File: src/rtl/jt10_adpcm_pkg.sv
// Definitions shared by both ends of the ADPCM clock-enable burst link:
// the consumer state encoding and the burst shape both sides agree on.
package jt10_adpcm_pkg;

    typedef enum logic [1:0] {
        IDLE,
        GAP,
        ARM,
        RUN
    } burst_state_e;

    localparam int              BURSTLEN_DEF = 7;
    localparam int              PCNT_W       = 4;
    localparam int              TCNT_W       = 4;
    localparam logic [TCNT_W-1:0] TOUT_DEF   = 4'd15;

endpackage

File: src/rtl/jt10_burst_acc_dp.sv
// Burst datapath: signed sample accumulator and gated-pulse counter.
// Offers the post-pulse values combinationally so the FSM can complete on the same pulse.
module jt10_burst_acc_dp
    import jt10_adpcm_pkg::*;
#(
    parameter int DW   = 16,
    parameter int ACCW = 20
) (
    input  logic              clk,
    input  logic              rst_n,
    input  logic              clr,
    input  logic              load,
    input  logic              add,
    input  logic [DW-1:0]     din,
    output logic [ACCW-1:0]   acc_nxt,
    output logic [PCNT_W-1:0] pcnt_nxt
);

    logic [ACCW-1:0]   acc;
    logic [PCNT_W-1:0] pcnt;
    logic [ACCW-1:0]   din_sx;

    assign din_sx = {{(ACCW-DW){din[DW-1]}}, din};

    // NOTE: every output of an always_comb gets a default first, so no path can infer a latch.
    always_comb begin
        acc_nxt  = acc + din_sx;
        pcnt_nxt = pcnt + PCNT_W'(1);
        if (load) begin
            acc_nxt  = din_sx;
            pcnt_nxt = PCNT_W'(1);
        end
    end

    // NOTE: sequential state uses non-blocking assignments so all registers update together.
    always_ff @(posedge clk) begin
        if (!rst_n) begin
            acc  <= '0;
            pcnt <= '0;
        end else if (clr) begin
            acc  <= '0;
            pcnt <= '0;
        end else if (load || add) begin
            acc  <= acc_nxt;
            pcnt <= pcnt_nxt;
        end
    end

endmodule

File: src/rtl/jt10_burst_acc.sv
// Far-end consumer of the ADPCM burst link: requests a burst from the gate,
// sums one signed sample per gated pulse, and flags short or stray bursts.
module jt10_burst_acc
    import jt10_adpcm_pkg::*;
#(
    parameter int                BURSTLEN = BURSTLEN_DEF,
    parameter int                DW       = 16,
    parameter int                ACCW     = 20,
    parameter logic [TCNT_W-1:0] TOUT     = TOUT_DEF
) (
    input  logic            rst_n,
    input  logic            clk,
    input  logic            cen,
    input  logic            req,
    input  logic            burst_cen,
    input  logic [DW-1:0]   din,
    output logic            start,
    output logic            busy,
    output logic [ACCW-1:0] sum,
    output logic            sum_valid,
    output logic            err_short,
    output logic            err_long
);

    burst_state_e      state, state_nxt;
    logic [TCNT_W-1:0] tcnt, tcnt_nxt, tcnt_inc;
    logic [ACCW-1:0]   sum_nxt;
    logic              sum_valid_nxt, err_short_nxt, err_long_nxt;
    logic              dp_clr, dp_load, dp_add;
    logic [ACCW-1:0]   acc_nxt;
    logic [PCNT_W-1:0] pcnt_nxt;

    jt10_burst_acc_dp #(
        .DW   (DW),
        .ACCW (ACCW)
    ) u_dp (
        .clk      (clk),
        .rst_n    (rst_n),
        .clr      (dp_clr),
        .load     (dp_load),
        .add      (dp_add),
        .din      (din),
        .acc_nxt  (acc_nxt),
        .pcnt_nxt (pcnt_nxt)
    );

    // Busy covers the completion pulse so a request in that clk is dropped.
    assign busy  = (state != IDLE) || sum_valid || err_short;
    assign start = (state == ARM);

    assign tcnt_inc = (tcnt == TOUT) ? tcnt : tcnt + TCNT_W'(1);

    always_comb begin
        state_nxt     = state;
        tcnt_nxt      = tcnt;
        sum_nxt       = sum;
        sum_valid_nxt = 1'b0;
        err_short_nxt = 1'b0;
        err_long_nxt  = err_long;
        dp_clr        = 1'b0;
        dp_load       = 1'b0;
        dp_add        = 1'b0;
        unique case (state)
            IDLE: begin
                if (req && !busy) begin
                    state_nxt    = GAP;
                    tcnt_nxt     = '0;
                    err_long_nxt = 1'b0;
                    dp_clr       = 1'b1;
                end
                if (burst_cen) err_long_nxt = 1'b1;
            end
            GAP: begin
                if (burst_cen) err_long_nxt = 1'b1;
                if (cen || burst_cen) state_nxt = ARM;
            end
            ARM, RUN: begin
                if (burst_cen) begin
                    dp_load  = (state == ARM);
                    dp_add   = (state == RUN);
                    tcnt_nxt = '0;
                    // A final pulse wins over a timeout landing on the same tick.
                    if (pcnt_nxt == PCNT_W'(BURSTLEN)) begin
                        sum_nxt       = acc_nxt;
                        sum_valid_nxt = 1'b1;
                        state_nxt     = IDLE;
                    end else begin
                        state_nxt = RUN;
                    end
                end else if (cen) begin
                    tcnt_nxt = tcnt_inc;
                    if (tcnt_inc == TOUT) begin
                        err_short_nxt = 1'b1;
                        state_nxt     = IDLE;
                    end
                end
            end
            default: state_nxt = IDLE;
        endcase
    end

    always_ff @(posedge clk) begin
        if (!rst_n) begin
            state     <= IDLE;
            tcnt      <= '0;
            sum       <= '0;
            sum_valid <= 1'b0;
            err_short <= 1'b0;
            err_long  <= 1'b0;
        end else begin
            state     <= state_nxt;
            tcnt      <= tcnt_nxt;
            sum       <= sum_nxt;
            sum_valid <= sum_valid_nxt;
            err_short <= err_short_nxt;
            err_long  <= err_long_nxt;
        end
    end

endmodule
File: config.mk
export PLATFORM = sky130hd
export DESIGN_NAME = jt10_burst_acc
export DESIGN_NICKNAME = d
export VERILOG_FILES = /design/src/rtl/jt10_adpcm_pkg.sv /design/src/rtl/jt10_burst_acc_dp.sv /design/src/rtl/jt10_burst_acc.sv
export SDC_FILE = /design/constraint.sdc
export NUM_CORES = 1
export LEC_CHECK = 0
export CAP_MARGIN = 20
export CORE_MARGIN = 5
export CORE_UTILIZATION = 50
export DETAILED_ROUTE_END_ITERATION = 7
export PLACE_DENSITY = 0.79
export SLEW_MARGIN = 20
export SYNTH_ARGS = -nofsm -noshare
export SYNTH_HDL_FRONTEND = slang
export SYNTH_SLANG_ARGS = --single-unit
File: constraint.sdc
create_clock -name clk -period 2.93 [get_ports clk]
set_clock_uncertainty 0.05 [all_clocks]
set_input_delay 0.586 -clock clk [delete_from_list [all_inputs] [get_ports clk]]
set_output_delay 0.586 -clock clk [all_outputs]
set_load 0.005 [all_outputs]
==> run_results.csv, run 1 <==
group,metric,value,unit
outcome,status,"finished clean",
grt,grt_antenna_before_repair,0,
layout,nNetsFinal,508,
layout,fin_cells,543,
power_and_ir_drop,p_comb_frac,0.423,
place,gp_congestion,0.948,
critical_path,critical_path_class,"in -> reg",
synthesis,yosysSeqAreaShare,0.335,
cts,cts_root_buf,"clkbuf_8",
power_and_ir_drop,worst_ir_drop_vdd,0.000373,V
synthesis,syn-cell-area,3170,µm²
critical_path,rr_worst_depth,10,
cts,insertion_delay,0.31,ns
synthesis,synth-async-reset-ratio,0,
place,dp_hpwl,6280,µm
synthesis,yosysUniqueCellTypes,52,
sta,slew_viol_final,0,
cts,path_clk_slew,0.10,ns
floorplanning,rows,29,
hold_path,hold_class,"reg -> reg",
critical_path,r2r_end,"u_dp.acc[16]",
sta,timing_worst_slew_pin_value,0.475,ns
place,dpl-instance-area,3890,µm²
power_and_ir_drop,power.total,2.18,mW
place,portBuffers,45,
critical_path,r2r_start,"u_dp.acc[0]",
detailed_routing,routedWlPerCell,15.3,µm
floorplanning,ios,46,
detailed_routing,ant_nets,0,
critical_path,crit_arrival,2.96,ns
hold_path,hold_depth,2,
power_and_ir_drop,seq_power_share,0.375,
hold_path,hp-start,"sum[10]",
synthesis,synth_nets,443,
synthesis,synth_edf_count,0,
layout,antenna_cells,0,
synthesis,ys.flop_type,"dfxtp_1",
synthesis,syn_inst,400,
floorplanning,initial_utilization,0.507,
synthesis,synth_largest_area_cell,"dfxtp_1",
cts,htreeDepth,2,
critical_path,cp_max_fo,2,
grt,gr-usage-all-layers,0.221,
power_and_ir_drop,p_leak,1.58,nW
floorplanning,die_h,89.6,µm
sta,holdWs,0.411,ns
floorplanning,fp.dieW,89.6,µm
layout,fin_util,0.643,
synthesis,ys_warn_count,0,
grt,grt_max_degree,35,
synthesis,synth_top_area_frac,0.335,
power_and_ir_drop,power_density,544,nW/µm²
layout,area_growth,26.7,%
grt,grt_pass1_wl,14100,µm
detailed_routing,drtIter0Drc,153,
layout,regArea,1060,µm²
grt,grt_pass1_vias,3006,
job,max_cap_viol_count,0,
cts,cts_tree,"built",
synthesis,ys_ff_latch,53,
sta,setup_violations,0,
layout,drive_gt1_frac,0.127,
critical_path,critPathCaptureType,"flip-flop",
synthesis,synth_most_common_cell,"dfxtp_1",
critical_path,rrSetupSlack,0.56,ns
grt,grt-ovfl-total,0,
hold_path,hold_path_end,"sum[10]",
cts,cts.path.max_buffers,2,
critical_path,cp.required,3.12,ns
detailed_routing,vias,3143,
power_and_ir_drop,p_int,1.36,mW
sta,fin_crit,2.77,ns
sta,fmaxAchievable,0.361,GHz
floorplanning,dieArea,8030,µm²
detailed_routing,post-route-drc-count,0,
synthesis,ys_top_cells_by_area,"dfxtp_1 (34%), ha_1 (8.3%), a21oi_1 (6.5%), nor2_1 (5.3%), nand2_1 (4.7%)",
layout,nFillCells,556,
power_and_ir_drop,power_frac_clock,0.201,
layout,design_area,4010,µm²
detailed_routing,routed_via_density,5.79,
cts,clock-sinks,53,
detailed_routing,drtPass1Iterations,4,
synthesis,synth.avg_cell_area,7.92,µm²
sta,finalCritPeriodShare,0.946,
floorplanning,core-area,6240,µm²
place,placed_cells,535,
sta,slew_headroom,0.682,
critical_path,cp-start-kind,"primary input",
synthesis,synthTopCellsByCount,"dfxtp_1 (53), nor2_1 (45), a21oi_1 (41)",
detailed_routing,routed_wl,8330,µm
power_and_ir_drop,power_switching,0.825,mW
layout,multiInputGateArea,1980,µm²
cts,cts-buffers-inserted,5,
sta,report.final.hold_viol_count,0,
power_and_ir_drop,p_sw_frac,0.378,
-- sequential cells by signal, indices dropped and copies added, names as in the netlist --
signal     flops
sum           20
u_dp.acc      20
tcnt           4
u_dp.pcnt      4
state          2
err_long       1
err_short      1
sum_valid      1
-- timing repair --
action                                  CTS  global route
endpoints found under the setup margin    0             4
setup buffers                             0             0
hold buffers                              0             0
gates resized for setup                   0             4
-- worst max-delay path, stage by stage --
cell,delay (ns)
clkdlybuf4s50_1,0.48
ha_1,0.17
inv_1,0.05
fa_1,0.41
nand2b_4,0.17
a21oi_2,0.17
o2111ai_2,0.18
a31oi_2,0.26
mux2i_1,0.25
nand2_1,0.08
a31oi_1,0.16
-- power by group through the flow --
stage / Combinational [mW] / Sequential [mW] / Clock, mW
6_report: 0.924 / 0.820 / 0.440
5_1_grt: 1.03 / 0.827 / 0.486
4_1_cts: 0.906 / 0.818 / 0.447
3_5_place_dp: 0.901 / 0.835 / 0
3_3_place_gp: 0.887 / 0.832 / 0
2_1_floorplan: 0.633 / 0.814 / 0
-- routing by layer --
metal / up-vias / part of all wire / GRT usage
met5: - / 0 / 0
met4: 0 / 0.023 / 0.0704
met3: 19 / 0.065 / 0.0319
met2: 98 / 0.46 / 0.359
met1: 1460 / 0.45 / 0.302
li1: 1566 / - / -
-- placed cells by master, fill, tap and decap left out, drive strengths merged, types with 7 or more instances in the layout --
master / n
dfxtp: 53
nor2: 45
clkdlybuf4s50: 45
nand2: 41
a21oi: 41
o21ai: 39
buf: 38
ha: 21
a211oi: 18
xor2: 15
inv: 12
nand3: 10
nand4: 8
a31oi: 7
-- per-stage QoR --
step | setup WS, ns | TNS (ns)
6_report | 0.160 | 0
5_1_grt | -0.00674 | -0.00674
4_1_cts | 0.0671 | 0
3_5_place_dp | -0.227 | -1.18
3_3_place_gp | -0.189 | -0.756
2_1_floorplan | 0.393 | 0
-- how the worst max path moves through the flow --
stage / start / to / slack [ns] / cells after the start
after floorplan: din[0] / u_dp.acc[16] / 0.39 / 10
after global placement: din[0] / u_dp.acc[16] / -0.19 / 11
after detailed placement: din[0] / u_dp.acc[16] / -0.23 / 11
after CTS: din[0] / u_dp.acc[16] / 0.07 / 11
after global routing: din[0] / u_dp.acc[16] / -0.007 / 11
final: din[0] / u_dp.acc[16] / 0.16 / 11
-- final cells by class --
| type | instances | area share |
|---|---|---|
| Timing Repair Buffer | 83 | 0.183 |
| Tap cell | 77 | 0.0240 |
| Clock buffer | 6 | 0.0206 |
| Sequential cell | 53 | 0.265 |
| Multi-Input combinational cell | 310 | 0.493 |
| Clock inverter | 2 | 0.00343 |
| Inverter | 12 | 0.0112 |
-- cells by family after synthesis --
group	after synthesis	share of synthesized area
AND/OR/NAND/NOR	126	0.181
adder cells (fa/ha/maj)	22	0.0893
XOR/XNOR	20	0.0553
multiplexers	6	0.0190
AO/OA/AOI/OAI	136	0.271
flip-flops	53	0.335
buffers and inverters	37	0.0490
Note: power is estimated with default switching activity, not from simulation.
==> inputs of run 2 (changes only) <==
--- a/config.mk
+++ b/config.mk
@@ -7,9 +7,10 @@
 export LEC_CHECK = 0
 export CAP_MARGIN = 20
 export CORE_MARGIN = 5
-export CORE_UTILIZATION = 50
+export CORE_UTILIZATION = 55
 export DETAILED_ROUTE_END_ITERATION = 7
-export PLACE_DENSITY = 0.79
+export HOLD_SLACK_MARGIN = 0.08
+export PLACE_DENSITY = 0.86
 export SLEW_MARGIN = 20
 export SYNTH_ARGS = -nofsm -noshare
 export SYNTH_HDL_FRONTEND = slang
==> run 2 against run 1 <==
  * Non-clock buffer count down 6
  * Combinational power fell by 2%
  * Highest routed layer unchanged
  * Largest cell class unchanged
  * Worst setup slack worse by 0.085 ns
  * Power grew 6.9%
  * Clock-buffer cell count decreased by 1
  * Sequential share of layout area about the same
  * Die area fell by 8.1%
==> run_results.csv, run 2 (synthesis results as in run 1) <==
group,metric,value,unit
outcome,status,"finished clean",
job,max_cap_viol_count,0,
place,portBuffers,45,
cts,path_clk_slew,0.10,ns
power_and_ir_drop,power_density,583,nW/µm²
floorplanning,die_h,85.9,µm
sta,slew_viol_final,0,
cts,htreeDepth,2,
grt,grt_pass1_wl,14400,µm
place,dpl_worst_slack,-0.274,ns
hold_path,hold_class,"reg -> reg",
critical_path,cp.required,3.11,ns
floorplanning,rows,27,
cts,cts.path.max_buffers,2,
sta,fmaxAchievable,0.350,GHz
detailed_routing,routed_wl,8770,µm
layout,nNetsFinal,502,
layout,drive_gt1_frac,0.117,
cts,insertion_delay,0.31,ns
detailed_routing,routed_via_density,6.04,
critical_path,cp-start-kind,"primary input",
place,placed_cells,524,
sta,holdWs,0.408,ns
cts,cts_tree,"built",
grt,grt_max_degree,35,
power_and_ir_drop,worst_ir_drop_vdd,0.000386,V
sta,slew_headroom,0.688,
critical_path,critical_path_class,"in -> reg",
detailed_routing,post-route-drc-count,0,
layout,layout_common_cells,"dfxtp_1 (53), nor2_1 (45), clkdlybuf4s50_1 (45), nand2_1 (40), a21oi_1 (40)",
grt,use_met1,0.304,
layout,antenna_cells,0,
sta,setup_violations,0,
grt,grt_pass1_vias,3094,
sta,rsz0062_at_grt,"no",
layout,layout_commonest_cell,"dfxtp_1",
critical_path,crit_arrival,3.04,ns
floorplanning,ios,46,
layout,largest_registers,"sum: 20 flops, u_dp.acc: 20 flops",
place,gp_congestion,0.949,
grt,gr-usage-all-layers,0.241,
detailed_routing,vias,3215,
sta,finalCritPeriodShare,0.975,
floorplanning,initial_utilization,0.572,
detailed_routing,drtPass1Iterations,5,
grt,busiest_layer,"met2",
sta,worst_slack,0.0744,ns
detailed_routing,ant_nets,0,
grt,groute.layer.met2.usage,0.399,
floorplanning,fp.dieW,85.9,µm
cts,clock-sinks,53,
power_and_ir_drop,p_leak,1.57,nW
detailed_routing,drtIter0Drc,230,
critical_path,critPathCaptureType,"flip-flop",
critical_path,cp_max_fo,2,
layout,fin_util,0.723,
grt,grt-ovfl-total,0,
detailed_routing,routedWlPerCell,16.5,µm
place,dp_hpwl,6450,µm
sta,tns,0,ns
floorplanning,core-area,5540,µm²
layout,nFillCells,423,
sta,timing_worst_slew_pin_value,0.467,ns
grt,use_met3,0.0490,
grt,grt_antenna_before_repair,0,
layout,area_growth,26.5,%
layout,fin_cells,532,
sta,report.final.hold_viol_count,0,
sta,fin_crit,2.86,ns
cts,cts_root_buf,"clkbuf_8",
floorplanning,dieArea,7380,µm²
cts,cts-buffers-inserted,5,
run 2: area by class of cell:
| class | instances | area, µm² | area share |
|---|---|---|---|
| inverters | 12 | 45.0 | 0.0112 |
| clock buffers | 5 | 68.8 | 0.0172 |
| multi-input cells | 310 | 1980 | 0.495 |
| well taps | 72 | 90.1 | 0.0225 |
| clock inverters | 3 | 68.8 | 0.0172 |
| flip-flops and latches | 53 | 1060 | 0.265 |
| repair buffers | 77 | 691 | 0.172 |
run 2: worst paths after layout:
kind	startpoint	to	slack (ns)	cells past startpoint
max	din[0]	u_dp.acc[16]	0.07	11
min reg2reg	sum[15]	sum[15]	0.41	2
min	sum[15]	sum[15]	0.41	2
max reg2reg	u_dp.acc[0]	u_dp.acc[16]	0.47	10
run 2: per-stage QoR:
stage	power [mW]	cell area (µm²)
after floorplan	1.45	3170
after global placement	1.69	3840
after detailed placement	1.72	3840
after CTS	2.32	3980
after global routing	2.47	4010
final	2.34	4010
run 2: per-layer routing:
layer,vias up,part of all wire
li1,1570,-
met1,1503,0.43
met2,118,0.48
met3,24,0.070
met4,0,0.024
met5,-,0
run 2: what timing repair did:
item / CTS / global route
setup buffers: 0 / 0
setup endpoints to repair: 0 / 5
resized for setup: 0 / 5
hold endpoints to repair: 0 / 0
hold buffers: 0 / 0
run 2: report_power, final:
part	internal, mW	switching, mW	leakage, nW
registers	0.776	0.0607	0.429
clock network	0.344	0.249	0.0687
logic	0.376	0.530	1.08
run 2: worst max-delay path, cell delays in order:
cell and delay, ns:
clkdlybuf4s50_1 0.48, ha_1 0.18, inv_1 0.06, fa_1 0.40
nand2b_4 0.16, a21oi_2 0.16, o2111ai_2 0.17, a31oi_2 0.26
mux2i_1 0.31, nand2_1 0.08, a31oi_1 0.19
==> inputs of run 3 (changes only) <==
--- a/config.mk
+++ b/config.mk
@@ -9,8 +9,10 @@
 export CORE_MARGIN = 5
 export CORE_UTILIZATION = 55
 export DETAILED_ROUTE_END_ITERATION = 7
+export GPL_ROUTABILITY_DRIVEN = 1
 export HOLD_SLACK_MARGIN = 0.08
 export PLACE_DENSITY = 0.86
+export SKIP_LAST_GASP = 1
 export SLEW_MARGIN = 20
 export SYNTH_ARGS = -nofsm -noshare
 export SYNTH_HDL_FRONTEND = slang
==> run 3 against run 2 <==
  * First-iteration DRC count is 1.7% higher
  * Via count did not move
  * Wire length is 0.29% lower
  * Utilization shrank 0.23 points
  * Die area is the same
==> run_results.csv, run 3 (synthesis results as in run 1) <==
group,metric,value,unit
cts,cts_hold_buf,0,
critical_path,crit_family,"compound AO/OA/AOI/OAI gates",
grt,use_met3,0.0490,
critical_path,critical_path_class,"in -> reg",
place,portBuffers,45,
hold_path,hp-start,"sum[15]",
layout,layout_common_cells,"dfxtp_1 (53), nor2_1 (45), clkdlybuf4s50_1 (45), nand2_1 (40), a21oi_1 (40)",
detailed_routing,routed_via_density,6.04,
sta,report.final.hold_viol_count,0,
floorplanning,initial_utilization,0.572,
grt,grt_max_degree,35,
grt,gr-usage-all-layers,0.241,
power_and_ir_drop,p_leak,1.57,nW
critical_path,cpPeakStageDelay,0.48,ns
power_and_ir_drop,power.total,2.33,mW
power_and_ir_drop,worst_ir_drop_vdd,0.000386,V
critical_path,crit_chain,"clkdlybuf4s50_1 -> ha_1 -> inv_1 -> fa_1 -> nand2b_4 -> a21oi_2 -> o2111ai_1 -> a31oi_1 -> mux2i_1 -> nand2_1 -> a31oi_1",
outcome,status,"finished clean",
floorplanning,dieArea,7380,µm²
grt,groute.layer.met2.usage,0.399,
grt,grt-ovfl-total,0,
layout,design_area,3990,µm²
floorplanning,core-area,5540,µm²
floorplanning,ios,46,
critical_path,cp_max_fo,2,
sta,fin_crit,2.83,ns
critical_path,cp_common_cell,"a31oi_1",
critical_path,crit_arrival,3.01,ns
hold_path,hold_class,"reg -> reg",
layout,drive_gt1_frac,0.113,
floorplanning,die_h,85.9,µm
sta,fmaxAchievable,0.353,GHz
sta,holdWs,0.408,ns
floorplanning,fp.dieW,85.9,µm
cts,path_clk_slew,0.10,ns
detailed_routing,drtIter0Drc,234,
critical_path,cp.required,3.11,ns
layout,area_growth,26.1,%
sta,slew_headroom,0.686,
detailed_routing,vias,3215,
layout,fin_util,0.721,
layout,nNetsFinal,502,
job,max_cap_viol_count,0,
cts,cts_tree,"built",
cts,insertion_delay,0.31,ns
cts,cts_root_buf,"clkbuf_8",
layout,antenna_cells,0,
place,dp_hpwl,6450,µm
detailed_routing,routed_wl,8740,µm
detailed_routing,ant_nets,0,
detailed_routing,routedWlPerCell,16.4,µm
detailed_routing,drtPass1Iterations,4,
sta,slew_viol_final,0,
critical_path,startpoint,"din[0]",
grt,grt_pass1_wl,14400,µm
cts,clock-sinks,53,
sta,tns,0,ns
critical_path,r2r_start,"u_dp.acc[0]",
critical_path,cp-start-kind,"primary input",
cts,htreeDepth,2,
sta,rsz0062_at_grt,"yes",
sta,setup_violations,0,
critical_path,slowest_stage,"clkdlybuf4s50_1",
grt,grt_pass1_vias,3094,
cts,cts-buffers-inserted,5,
place,dpl-instance-area,3840,µm²
grt,busiest_layer,"met2",
cts,cts.path.max_buffers,2,
critical_path,critPathBufInv,2,
layout,layout_commonest_cell,"dfxtp_1",
grt,grt_antenna_before_repair,0,
layout,nFillCells,427,
sta,finalCritPeriodShare,0.966,
grt,use_met1,0.304,
floorplanning,rows,27,
sta,timing_worst_slew_pin_value,0.470,ns
detailed_routing,post-route-drc-count,0,
power_and_ir_drop,power_density,584,nW/µm²
critical_path,critPathCaptureType,"flip-flop",
layout,largest_registers,"sum: 20 flops, u_dp.acc: 20 flops",
place,gp_congestion,0.949,
-- run 3: metrics by stage --
step	instances	setup slack [ns]
after floorplan	400	0.393
after global placement	524	-0.143
after detailed placement	524	-0.274
after CTS	532	0.0439
after global routing	532	-0.0132
final	532	0.100
-- run 3: repair_timing --
item / in CTS / in global routing
setup endpoints to repair: 0 / 5
gates resized for setup: 0 / 3
setup buffers: 0 / 0
-- run 3: worst paths after layout --
path,cells after the start,slack [ns],end
max,11,0.10,u_dp.acc[16]
min,2,0.41,sum[15]
max reg2reg,10,0.49,u_dp.acc[16]
min reg2reg,2,0.41,sum[15]
-- run 3: tightest hold or removal path, cell delays in order, from the launching register on --
cell,delay [ns]
dfxtp_1,0.32
nand2_1,0.05
a21oi_1,0.05
-- run 3: area by class of cell --
class                      count  area [µm²]  share of cell area
tap                           72        90.1              0.0226
sequential                    53        1060               0.266
clock inverter                 3        68.8              0.0172
clock buffer                   5        68.8              0.0172
multi-input combinational    310        1970               0.493
timing repair buffer          77         691               0.173
inverter                      12        45.0              0.0113
-- run 3: where the power goes --
part	internal, mW	leakage [nW]	switching (mW)	total, mW
Sequential	0.776	0.429	0.0615	0.838
Combinational	0.375	1.08	0.525	0.900
Clock	0.344	0.0687	0.249	0.593
-- run 3: layer usage --
layer	vias up	share of wire
li1	1567	-
met1	1498	0.43
met2	121	0.48
met3	29	0.072
met4	0	0.026
met5	-	0
